--- src/rtl/chrom_eval_controller.sv ---
// chrom_eval_controller: sequences one fitness evaluation (load, stimulate, compare, accumulate errors per repeat).
// Define EVAL_OUT_SYNC_EN to pass circ_out through a 2-flop synchronizer and stretch each step by 2 cycles.
module chrom_eval_controller #(
  parameter int N_IN          = 4,
  parameter int N_OUT         = 4,
  parameter int SEQ_LEN       = 32,
  parameter int REPEATS       = 8,
  parameter int SETTLE_CYCLES = 16
) (
  input  logic                       clk,
  input  logic                       reset,
  input  logic                       start_processing,
  input  logic                       done_feedback,
  output logic                       ready_to_process,
  output logic                       done_processing,
  input  logic [N_IN*SEQ_LEN-1:0]    input_seq,
  input  logic [N_OUT*SEQ_LEN-1:0]   expected_out,
  input  logic [N_OUT*SEQ_LEN-1:0]   valid_out,
  output logic                       chrom_load,
  output logic [N_IN-1:0]            circ_in,
  input  logic [N_OUT-1:0]           circ_out,
  output logic [32*REPEATS-1:0]      error_sum
);
`ifdef EVAL_OUT_SYNC_EN
  localparam int APPLY_CYC = SETTLE_CYCLES + 2;
`else
  localparam int APPLY_CYC = SETTLE_CYCLES;
`endif
  localparam int TW = SEQ_LEN > 1 ? $clog2(SEQ_LEN) : 1;
  localparam int RW = REPEATS > 1 ? $clog2(REPEATS) : 1;
  localparam int SW = $clog2(APPLY_CYC + 1);
  typedef enum logic [2:0] {IDLE, LOAD, APPLY, REST, DONE, RELEASE} state_t;
  state_t         state_q, state_d;
  logic [TW-1:0]  t_q, t_d;
  logic [RW-1:0]  r_q, r_d;
  logic [SW-1:0]  s_q, s_d;
  logic [31:0]    err_q [REPEATS];
  logic [31:0]    err_d [REPEATS];
  logic [N_OUT-1:0] cmp, diff;
  logic [31:0]    mism;
  logic [32:0]    acc;
  logic           running;
`ifdef EVAL_OUT_SYNC_EN
  logic [N_OUT-1:0] sync1_q, sync2_q;
  always_ff @(posedge clk) begin
    if (reset) begin
      sync1_q <= '0;
      sync2_q <= '0;
    end else begin
      sync1_q <= circ_out;
      sync2_q <= sync1_q;
    end
  end
  assign cmp = sync2_q;
`else
  assign cmp = circ_out;
`endif
  // Masked mismatch count for the current step, pre-added to the active repeat's sum
  always_comb begin
    diff = '0;
    mism = '0;
    for (int k = 0; k < N_OUT; k++) begin
      diff[k] = (cmp[k] ^ expected_out[k*SEQ_LEN + int'(t_q)]) & valid_out[k*SEQ_LEN + int'(t_q)];
      mism = mism + 32'(diff[k]);
    end
    acc = {1'b0, err_q[r_q]} + {1'b0, mism};
  end
  assign running = state_q == LOAD || state_q == APPLY || state_q == REST;
  always_comb begin
    state_d = state_q;
    t_d = t_q;
    r_d = r_q;
    s_d = s_q;
    err_d = err_q;
    case (state_q)
      IDLE:    state_d = start_processing ? LOAD : IDLE;
      LOAD: begin
        for (int i = 0; i < REPEATS; i++) err_d[i] = '0;
        t_d = '0;
        r_d = '0;
        s_d = '0;
        state_d = APPLY;
      end
      APPLY: begin
        if (s_q == SW'(APPLY_CYC - 1)) begin
          err_d[r_q] = acc[32] ? '1 : acc[31:0];
          s_d = '0;
          t_d = t_q == TW'(SEQ_LEN - 1) ? '0 : t_q + 1'b1;
          state_d = t_q == TW'(SEQ_LEN - 1) ? REST : APPLY;
        end else s_d = s_q + 1'b1;
      end
      REST: begin
        if (s_q == SW'(SETTLE_CYCLES - 1)) begin
          s_d = '0;
          r_d = r_q == RW'(REPEATS - 1) ? '0 : r_q + 1'b1;
          state_d = r_q == RW'(REPEATS - 1) ? DONE : APPLY;
        end else s_d = s_q + 1'b1;
      end
      DONE:    state_d = done_feedback ? RELEASE : DONE;
      RELEASE: state_d = (!start_processing && !done_feedback) ? IDLE : RELEASE;
      default: state_d = IDLE;
    endcase
    // Withdrawn request mid-run discards partial results
    if (running && !start_processing) begin
      state_d = IDLE;
      t_d = '0;
      r_d = '0;
      s_d = '0;
      for (int i = 0; i < REPEATS; i++) err_d[i] = '0;
    end
  end
  always_comb begin
    circ_in = '0;
    for (int k = 0; k < N_IN; k++)
      circ_in[k] = state_q == APPLY && input_seq[k*SEQ_LEN + int'(t_q)];
    for (int i = 0; i < REPEATS; i++) error_sum[i*32 +: 32] = err_q[i];
  end
  assign ready_to_process = state_q == IDLE;
  assign done_processing  = state_q == DONE;
  assign chrom_load       = state_q == LOAD;
  always_ff @(posedge clk) begin
    if (reset) begin
      state_q <= IDLE;
      t_q <= '0;
      r_q <= '0;
      s_q <= '0;
      for (int i = 0; i < REPEATS; i++) err_q[i] <= '0;
    end else begin
      state_q <= state_d;
      t_q <= t_d;
      r_q <= r_d;
      s_q <= s_d;
      err_q <= err_d;
    end
  end
endmodule

--- config.mk ---
export PLATFORM = sky130hd
export DESIGN_NAME = chrom_eval_controller
export DESIGN_NICKNAME = d
export VERILOG_FILES = /design/src/rtl/chrom_eval_controller.sv
export SDC_FILE = /design/constraint.sdc
export NUM_CORES = 1
export LEC_CHECK = 0
export BUFFER_PORTS_ARGS = -buffer_cell sky130_fd_sc_hd__buf_2
export CORE_AREA = 2 2 251 253
export CTS_CLUSTER_SIZE = 8
export DETAILED_ROUTE_END_ITERATION = 8
export DIE_AREA = 0 0 253 255
export PLACE_DENSITY = 0.53
export REMOVE_ABC_BUFFERS = 1
export SLEW_MARGIN = 20
export SYNTH_ARGS = -nofsm -noshare
export SYNTH_HDL_FRONTEND = slang
export SYNTH_SLANG_ARGS = --single-unit
export TNS_END_PERCENT = 100
--- constraint.sdc ---
create_clock -name clk -period 6.3 [get_ports clk]
set_clock_uncertainty 0.1 [all_clocks]
set_input_delay 1.26 -clock clk [delete_from_list [all_inputs] [get_ports clk]]
set_output_delay 1.26 -clock clk [all_outputs]
set_load 0.05 [all_outputs]
# Word-level counts from Yosys, hierarchy flattened
# Index checks and enable logic that the tools add are counted.
# word_totals
ff_bits	272
in_bits	392
out_inout_bits	263
wordCells	125
# classes
n_addsub	10
n_lt_le_gt_ge	6
eq_ne	10
muxes	58
bitwise	9
n_reduce_logical	20
# op_table
operator	n
256-bit case mux with 2 select lines	1
256-bit bitwise mux	1
256-bit 2-to-1 mux	1
32-bit 2-to-1 mux	4
32-bit binary-select mux with 3-bit select	1
32-bit demux with 3-bit select	1
1-bit binary-select mux with 7-bit select	9
32-bit by 4-bit adder with 33-bit output	1
1-bit 2-to-1 mux	24
5-bit case mux with 2 select lines	2
3-bit 2-to-1 mux	6
3-bit case mux with 6 select lines	1
7-bit by 5-bit adder with 8-bit output (first input constant)	2
8-bit < comparator (second input constant)	2
1-bit binary-select mux with 5-bit select	3
5-bit 2-to-1 mux	3
5-bit by 1-bit adder with 5-bit output (second input constant)	2
3-bit == test (second input constant)	3
5-bit by 8-bit < comparator with 1-bit output (second input constant)	1
7-bit by 8-bit < comparator with 1-bit output (second input constant)	1
6-bit by 5-bit adder with 7-bit output (first input constant)	1
1-bit logical AND	7
3-bit by 2-bit == test with 1-bit output (second input constant)	2
3-bit case mux with 2 select lines	1
20 further kinds	33

# Longest topological paths before layout
# Gate-level depths: netlist (run 1).
# depth
word_depth	14
depth_mapped	21
ltp_nobuf	16

# Worst setup path before layout (run 1)
# No wires, ideal clock.
# synth_timing
kind	register to register
start	register t_q[0]
end	register err_q, in the netlist error_sum[252]
setup_time_ps	136
arrival_time_ps	5782
required_ps	6064
setup_slack_ps	283
path_stages_with_launch	20
path_buffers	4
synth_period_minus_slack_ps	6017
path_cell_list	dfxtp_1 clkbuf_1 buf_1 buf_1 mux4_2 mux4_2 nand2_1 nor2_1 a31oi_1 fa_1 fa_1 inv_1 fa_1 nand2_1 nand4b_2 nand2b_1 buf_6 nor4_1 mux2i_1 o21ai_0
# synth_via
elab_chain_len	14
word_cells_on_any_way	41
cone_classes	7 x add/sub; 26 x mux; 8 x bitwise
# synth_lines
element	line_no	source
from (decl)	34	logic [TW-1:0] t_q, t_d;
from (signal assigned)	130	t_q <= t_d;
6-bit by 5-bit adder with 7-bit output	63	diff[k] = (cmp[k] ^ expected_out[k*SEQ_LEN + int'(t_q)]) & valid_out[k*SEQ_LEN + int'(t_q)];
1-bit binary-select mux with 7-bit select	63	
1-bit 2-to-1 mux (implied by the code) (2 in a row)	63	
1-bit XOR	63	
1-bit AND	63	
1-bit by 1-bit adder with 2-bit output	64	mism = mism + 32'(diff[k]);
2-bit by 1-bit adder with 3-bit output	64	
3-bit by 1-bit adder with 4-bit output (*)	64	
32-bit by 4-bit adder with 33-bit output (*)	66	acc = {1'b0, err_q[r_q]} + {1'b0, mism};
32-bit 2-to-1 mux (*)	86	err_d[r_q] = acc[32] ? '1 : acc[31:0];
256-bit bitwise mux (*)	86	
256-bit 2-to-1 mux (*)	85	if (s_q == SW'(APPLY_CYC - 1)) begin
256-bit case mux with 2 select lines (*)	75	case (state_q)
to (signal assigned)	133	err_q <= err_d;
to (decl)	37	logic [31:0] err_q [REPEATS];
# Every way passes the cells marked *; elsewhere a longest branch is shown, timed or not. The select of a mux whose other input is x is not followed.
# A chain may end at the register's enable or synchronous reset.

# Worst setup path in the final report (run 1)
# layout_timing
start	register t_q[1]
end	register err_q, in the netlist error_sum[91]
# The elaborated chain is that of the path after synthesis.

==> summary.md, run 1 <==
| Metric | Value |
|---|---|
| Seq. cell area | 0.00546 sq mm |
| Via density | 5.28 |
| Post-synthesis sequential area ratio | between 30% and 40% |
| Drt first pass iters | 5 |
| Reg clk slew, reported paths | 50 ps |
| Reg power frac | 42.3% |
| Setup Buffers After CTS | 0 |
| Slew @ Worst Pin | 1200 ps |
| Top FF cell, synth | dfxtp_1 |
| Gpl congestion | 0.984 |
| Avg Cell Area, Syn | 10.5 sq um |
| Peak VDD IR | roughly 0.15 mV |
| Clock group share of total power | 46.9% |
| Drt drc | 0 |
| Max-slew headroom | 19.9% |
| Drt initial violations | 1251 |
| Count of pins over their slew limit | 0 |
| Filler Cells Inserted | 6542 |
| Critical path class | flip-flop to flip-flop |
| Total Wirelength | 82.3 mm |
| Clock period minus worst slack | 5740 ps |
| Post-CTS sizing | 0 |
| Initial Util | 24.0% |
| Hold Crit Class | flip-flop to flip-flop |
| CTS root buf | clkbuf_16 |
| Area of the multi-input gates | approximately 0.0089 sq mm |
| Synth cell types | between 70 and 80 |
| Startpoint Class | flip-flop |
| Die area | 0.0645 sq mm |
| Placed inst area | 0.0190 sq mm |
| Final hold vios | 0 |
| Async SR Flop Fraction | 0% |
| Unrepaired setup endpoints after global routing | false |
| Pwr/cell area | 203 mW/mm^2 |
| Leak | 8.39 nW |
| Seq cells post-synth | ~270 |
| Fin crit share | 91.0% |
| Crit path DAT | 6100 ps |
| Global-route wire length before repair | 113 mm |
| Ports | 655 |
| IO buf count | ~650 |
| Die Wd | approximately 250 um |
| Pint | 3.05 mW |
| Mapped cell area | 0.0149 sq mm |
| Yosys warning count | 0 |
| Vias | 15.2k |
| Core area | between 0.06 and 0.07 sq mm |
| Status | finished clean |
| GRT Total Usage | 24.6% |
| Antenna viol nets, final | 0 |
| Fin util | around 32% |
| Max-Cap Viols | 0 |
| CP endpoint kind | flip-flop |
| Fin nets | between 2k and 2.5k |
| Clk_lat worst skew | 530 ps |
| Total CTS buffers | 40 |
| Overflow after GRT | 0 |
| Mapped Cells | between 1k and 1.5k |
| Die H | 255 um |
| Clock buffer depth | 3 |
| Hold_buf cts | 0 |
| EDFF count, synth | 0 |
| Setup violators final | 0 |
| CTS tree | built |
| Clk sinks | 272 |
| WL/cell | between 20 and 30 um |
| Worst Path Max Fanout | 37 |
| Net load switching power | 1.04 mW |
| Design Area, Final | between 0.02 and 0.025 sq mm |
| WP data required | between 6000 and 7000 ps |
| Largest net degree at the start of global routing | 43 |
| Row count | 92 |
| CTS HTree Levels | 2 |
| FMAX | 174 MHz |
| DP HPWL | 64.0 mm |
| Vias in the first global route | roughly 15k |
| Area growth, synth to finish | 34.7% |
| Fraction of layout cells with a size suffix above 1 | 46.8% |
| Sw Ratio | 25.5% |
| Antenna violations before repair | 17 |
| Comb power frac | 10.8% |
-- synthesized netlist by cell type (4+ instances only) --
library cell | number | share of area (%)
dfxtp_1 | 272 | 36
nand2_1 | 218 | 5.5
mux4_2 | 156 | 24
o21ai_1 | 87 | 2.9
o21ai_0 | 86 | 2.9
a22o_1 | 77 | 4.5
nor2_1 | 77 | 1.9
clkbuf_1 | 74 | 1.9
mux2i_1 | 44 | 2.9
a22oi_1 | 25 | 1.3
a21oi_1 | 23 | 0.77
nand3_1 | 20 | 0.67
nor3_1 | 18 | 0.60
xor2_1 | 16 | 0.94
xnor2_1 | 15 | 0.88
mux2_2 | 14 | 1.1
a31oi_1 | 13 | 0.54
buf_1 | 12 | 0.30
nor2b_1 | 12 | 0.50
and2_1 | 11 | 0.46
buf_6 | 10 | 0.75
nor2_2 | 10 | 0.42
inv_1 | 8 | 0.20
buf_2 | 6 | 0.20
ha_1 | 6 | 0.50
buf_4 | 5 | 0.25
buf_8 | 5 | 0.50
nand2_2 | 5 | 0.21
nand2b_1 | 5 | 0.21
a221oi_1 | 4 | 0.23
and4_1 | 4 | 0.23
nor4_1 | 4 | 0.17
-- flip-flops by register name, indices dropped and copies added (netlist names) --
register   cells
s_q            5
r_q            3
t_q            5
state_q        3
error_sum    256
-- through the flow --
stage	hold slack (ps)	worst slack [ps]	TNS, ps	std cells	power, mW
after global placement	349	176	0	2811	2.20
final	358	564	0	2870	4.09
after global routing	378	233	0	2867	4.21
after CTS	361	446	0	2860	4.13
after floorplan	353	-2370	-576580	1312	1.94
after detailed placement	355	167	0	2811	2.21
-- critical path: stages, from the launching register on --
cell	delay (ps)
dfxtp_4	740
buf_4	450
mux4_2	350
mux4_2	560
nand2_1	100
nor2_1	40
a31oi_1	230
fa_1	530
fa_1	460
inv_1	150
fa_1	230
nand2_1	80
nand4b_2	210
nand2b_1	320
or3_1	630
o21ai_2	270
a22o_1	200
-- cells by family after synthesis --
family                     synth area share, %
buffers and inverters                     4.15
adders and majority gates                0.905
AOI/OAI and AO/OA                         15.6
DFF                                       36.5
xor gates and xnor gates                  1.82
and+or+nand+nor                           12.9
muxes                                     28.1
-- final cells by class --
class,count,area share (%)
Antenna cell,10,0.124
Inverter,11,0.205
Clock inverter,3,0.149
Sequential cell,272,27.2
Clock buffer,46,5.14
Tap cell,799,4.97
Timing Repair Buffer,700,18.1
Multi-Input combinational cell,1029,44.2
-- power by group through the flow --
stage / Clock, mW / Combinational (mW) / Sequential, mW
6_report: 1.92 / 0.442 / 1.73
5_1_grt: 2.02 / 0.469 / 1.73
4_1_cts: 1.95 / 0.446 / 1.73
3_5_place_dp: 0 / 0.444 / 1.76
3_3_place_gp: 0 / 0.441 / 1.76
2_1_floorplan: 0 / 0.175 / 1.77
-- worst paths after layout --
check | start | to | slack, ps | depth (start not counted)
max | t_q[1] | error_sum[91] | 560 | 16
min | error_sum[242] | error_sum[242] | 360 | 2
max reg2reg | t_q[1] | error_sum[91] | 560 | 16
min reg2reg | error_sum[242] | error_sum[242] | 360 | 2
-- routing by layer --
metal / GRT usage, % / vias to the layer above / share of wire, %
met5: 0 / - / 0
met4: 6.51 / 0 / 2.4
met3: 5.66 / 94 / 8.6
met2: 43.3 / 785 / 50
met1: 30.1 / 7619 / 39
li1: - / 6665 / -
-- cell usage in the layout, fill, tap and decap left out, types with 13 or more instances in the layout --
cell type,count
o21ai_1,87
nand2_1,215
xor2_1,16
xnor2_1,15
buf_4,44
dfxtp_1,265
a21oi_1,23
o21ai_0,86
a22oi_1,25
mux2i_1,44
buf_2,654
nor3_1,18
nand3_1,20
mux4_2,156
nor2_1,76
a31oi_1,13
clkbuf_16,40
mux2_2,14
a22o_1,77
Note: power is estimated with default switching activity, not from simulation.
==> run 2: changes to the inputs <==
- CORE_AREA: 2 2 251 253 -> 2 2 256 258
- DIE_AREA: 0 0 253 255 -> 0 0 258 260
- GPL_ROUTABILITY_DRIVEN: default -> 1
- PLACE_DENSITY: 0.53 -> 0.52
==> run 2 against run 1 <==
- clock-buffer cell count unchanged
- combinational power down 2%
- routed wire length down 0.91%
- fmax up 2.1%
- core utilization down 0.71 points
- die area up 4.0%
- global-route usage down 0.94 points
- sequential share of layout area down 0.24 points
- largest cell class unchanged
- register-to-register slack better by 120 ps
- highest routed layer is now met5
- critical path type unchanged
- via count up 1.4%
- sequential power about the same
==> summary.md, run 2 (synthesis results as in run 1) <==
| Metric | Value |
|---|---|
| Final non-filler cell total | 2931 (+2.1%) |
| Sw Ratio | 25.1% (-0.35 points) |
| CP endpoint kind | flip-flop |
| CTS HTree Levels | 2 (unchanged) |
| Drt initial violations | 1149 (-8.2%) |
| Reg2reg end | error_sum[91] |
| Status | finished clean |
| Met1 Use GR | 28.6% (-1.5 points) |
| Total Wirelength | 81.6 mm (-0.91%) |
| Clk sinks | 272 (unchanged) |
| Most frequent cells in the layout | 654 x buf_2, 265 x dfxtp_1, 217 x nand2_1, 156 x mux4_2, 87 x o21ai_1 |
| Reg power frac | 41.9% (-0.4 points) |
| Via density | 5.25 (-0.71%) |
| Total CTS buffers | 41 (+2.5%) |
| Setup violators final | 0 (unchanged) |
| Count of pins over their slew limit | 0 (unchanged) |
| Largest net degree at the start of global routing | 53 (+23%) |
| Die area | 0.0671 sq mm (+4.0%) |
| Drt drc | 0 (unchanged) |
| Hold Crit Class | flip-flop to flip-flop |
| Comb power frac | 10.5% (-0.3 points) |
| Ports | 655 (unchanged) |
| FMAX | 178 MHz (+2.1%) |
| Clock period minus worst slack | 5620 ps (-115 ps) |
| Vias | 15.4k (+1.4%) |
| CTS root buf | clkbuf_16 |
| Max-slew headroom | 25.2% (+5.3 points) |
| Unrepaired setup endpoints after global routing | false |
| Die Wd | 258 um (+2.0%) |
| Commonest non-fill, non-tap cell in the layout | buf_2 |
| DP HPWL | 63.5 mm (-0.91%) |
| Fin nets | 2468 (+0.53%) |
| Initial Util | 23.3% (-0.73 points) |
| Final hold vios | 0 (unchanged) |
| Hold_buf cts | 0 (unchanged) |
| Die H | 260 um (+2.0%) |
| Critical hold path startpoint | error_sum[240] |
| Slew @ Worst Pin | 1120 ps (-77.2 ps) |
| DP Cell Count | 2879 (+2.4%) |
| Row count | 93 (+1.1%) |
| Reg2Reg Depth | 17 (+1) |
| Most crowded layer after global routing | met2 |
| Max reg flops | 256 (unchanged) |
| Setup TNS | 0 ps (unchanged) |
| Clock group share of total power | 47.6% (+0.7 points) |
| Drt first pass iters | 5 (unchanged) |
| Fraction of layout cells with a size suffix above 1 | 47.0% (+0.23 points) |
| WL/cell | 27.8 um (-3.0%) |
| Crit path DAT | 6000 ps (-100 ps) |
| Post-CTS sizing | 0 (unchanged) |
| Reg clk slew, reported paths | 50 ps (about the same) |
| Hold Path Sink | error_sum[240] |
| Max-Cap Viols | 0 (unchanged) |
| Antenna viol nets, final | 0 (unchanged) |
| Pint | 3.09 mW (+1.4%) |
| Clk_lat worst skew | 540 ps (about the same) |
| Setup Buffers After CTS | 0 (unchanged) |
| Global-route wire length before repair | 115 mm (+1.6%) |
| Area growth, synth to finish | 35.9% |
| Overflow after GRT | 0 (unchanged) |
| Net load switching power | 1.04 mW (-0.42%) |
| Startpoint Class | flip-flop |
| CTS tree | built |
| GRT Total Usage | 23.6% (-0.94 points) |
| GR Util met3 | 5.85% (+0.18 points) |
| Fin crit share | 89.2% (-1.8 points) |
| Reg2reg start | t_q[0] |
| IO buf count | 654 (unchanged) |
| Antenna violations before repair | 18 (+1) |
| Clock buffer depth | 3 (unchanged) |
| FF-to-FF setup slack | 680 ps (+120 ps) |
| Critical path class | flip-flop to flip-flop |
| GRT met2 Usage | 42.2% (-1.1 points) |
| Filler Cells Inserted | 6619 (+1.2%) |
| Vias in the first global route | 15.7k (+3.2%) |
| Peak VDD IR | 0.138 mV (-5.2%) |
| Gpl congestion | 0.998 (+1.4%) |
| Worst Path Max Fanout | 29 (-22%) |
| Pwr/cell area | 203 mW/mm^2 (about the same) |
| Leak | 8.47 nW (+0.93%) |
| Core area | 0.0641 sq mm (+3.1%) |
| Worst Hold Depth | 2 (unchanged) |
| WP data required | 6680 ps (+20 ps) |
run 2: cell types whose count changed in the layout (fill, tap and decap cells not counted), moves of 2 or more:
cell	delta
buf_4	+11
clkbuf_1	-2
clkbuf_16	+2
diode_2	-6
nand2_1	+2
nand2_2	-2
run 2: cell type report:
class                   instances  area (sq um)  area share [%]
clock inverters                 2          13.8          0.0678
flip-flops and latches        272          5460            26.9
inverters                      11          41.3           0.203
repair buffers                712          3750            18.5
clock buffers                  46          1080            5.30
multi-input cells            1029          8880            43.7
well taps                     855          1070            5.27
diodes                          4          10.0          0.0493
run 2: metrics by stage:
step                      cell area [sq um]  util [%]  setup slack [ps]  total power, mW  hold WS (ps)
final                                 20300      31.7               680             4.13           359
after global routing                  20300      31.7               335             4.25           378
after CTS                             20300      31.6               533             4.16           359
after detailed placement              19200      29.9               157             2.20           352
after global placement                19200      29.9               218             2.19           345
after floorplan                       14400         -             -2370             1.94           353
run 2: routing by layer:
metal,vias to the layer above,part of all wire [%]
met5,-,0.080
met2,851,51
met4,10,2.1
met1,7731,38
met3,110,8.7
li1,6674,-
run 2: worst max path at each step:
stage,from,endpoint,slack (ps),depth (start not counted)
3_5_place_dp,expected_out[44],error_sum[91],160,17
2_1_floorplan,t_q[0],error_sum[102],-2370,16
6_report,t_q[0],error_sum[91],680,17
4_1_cts,t_q[0],error_sum[91],530,17
3_3_place_gp,expected_out[44],error_sum[77],220,17
5_1_grt,t_q[0],error_sum[91],330,17
run 2: power groups by stage:
stage	combinational, mW	clock [mW]	sequential [mW]
after floorplan	0.175	0	1.77
after global placement	0.431	0	1.76
after detailed placement	0.434	0	1.76
after CTS	0.436	2.00	1.73
after global routing	0.461	2.07	1.73
final	0.435	1.96	1.73
run 2: critical path, cell delays in order, from the launching register on:
cell	delay, ps
dfxtp_4	560
buf_12	290
mux4_2	520
mux4_2	480
xor2_1	160
nand2_1	70
nor2_1	40
a31oi_1	230
fa_1	500
fa_1	470
inv_1	140
fa_1	210
nand2_1	70
nand4b_2	220
nand2b_1	330
or3_1	670
o21ai_2	270
a22o_1	200
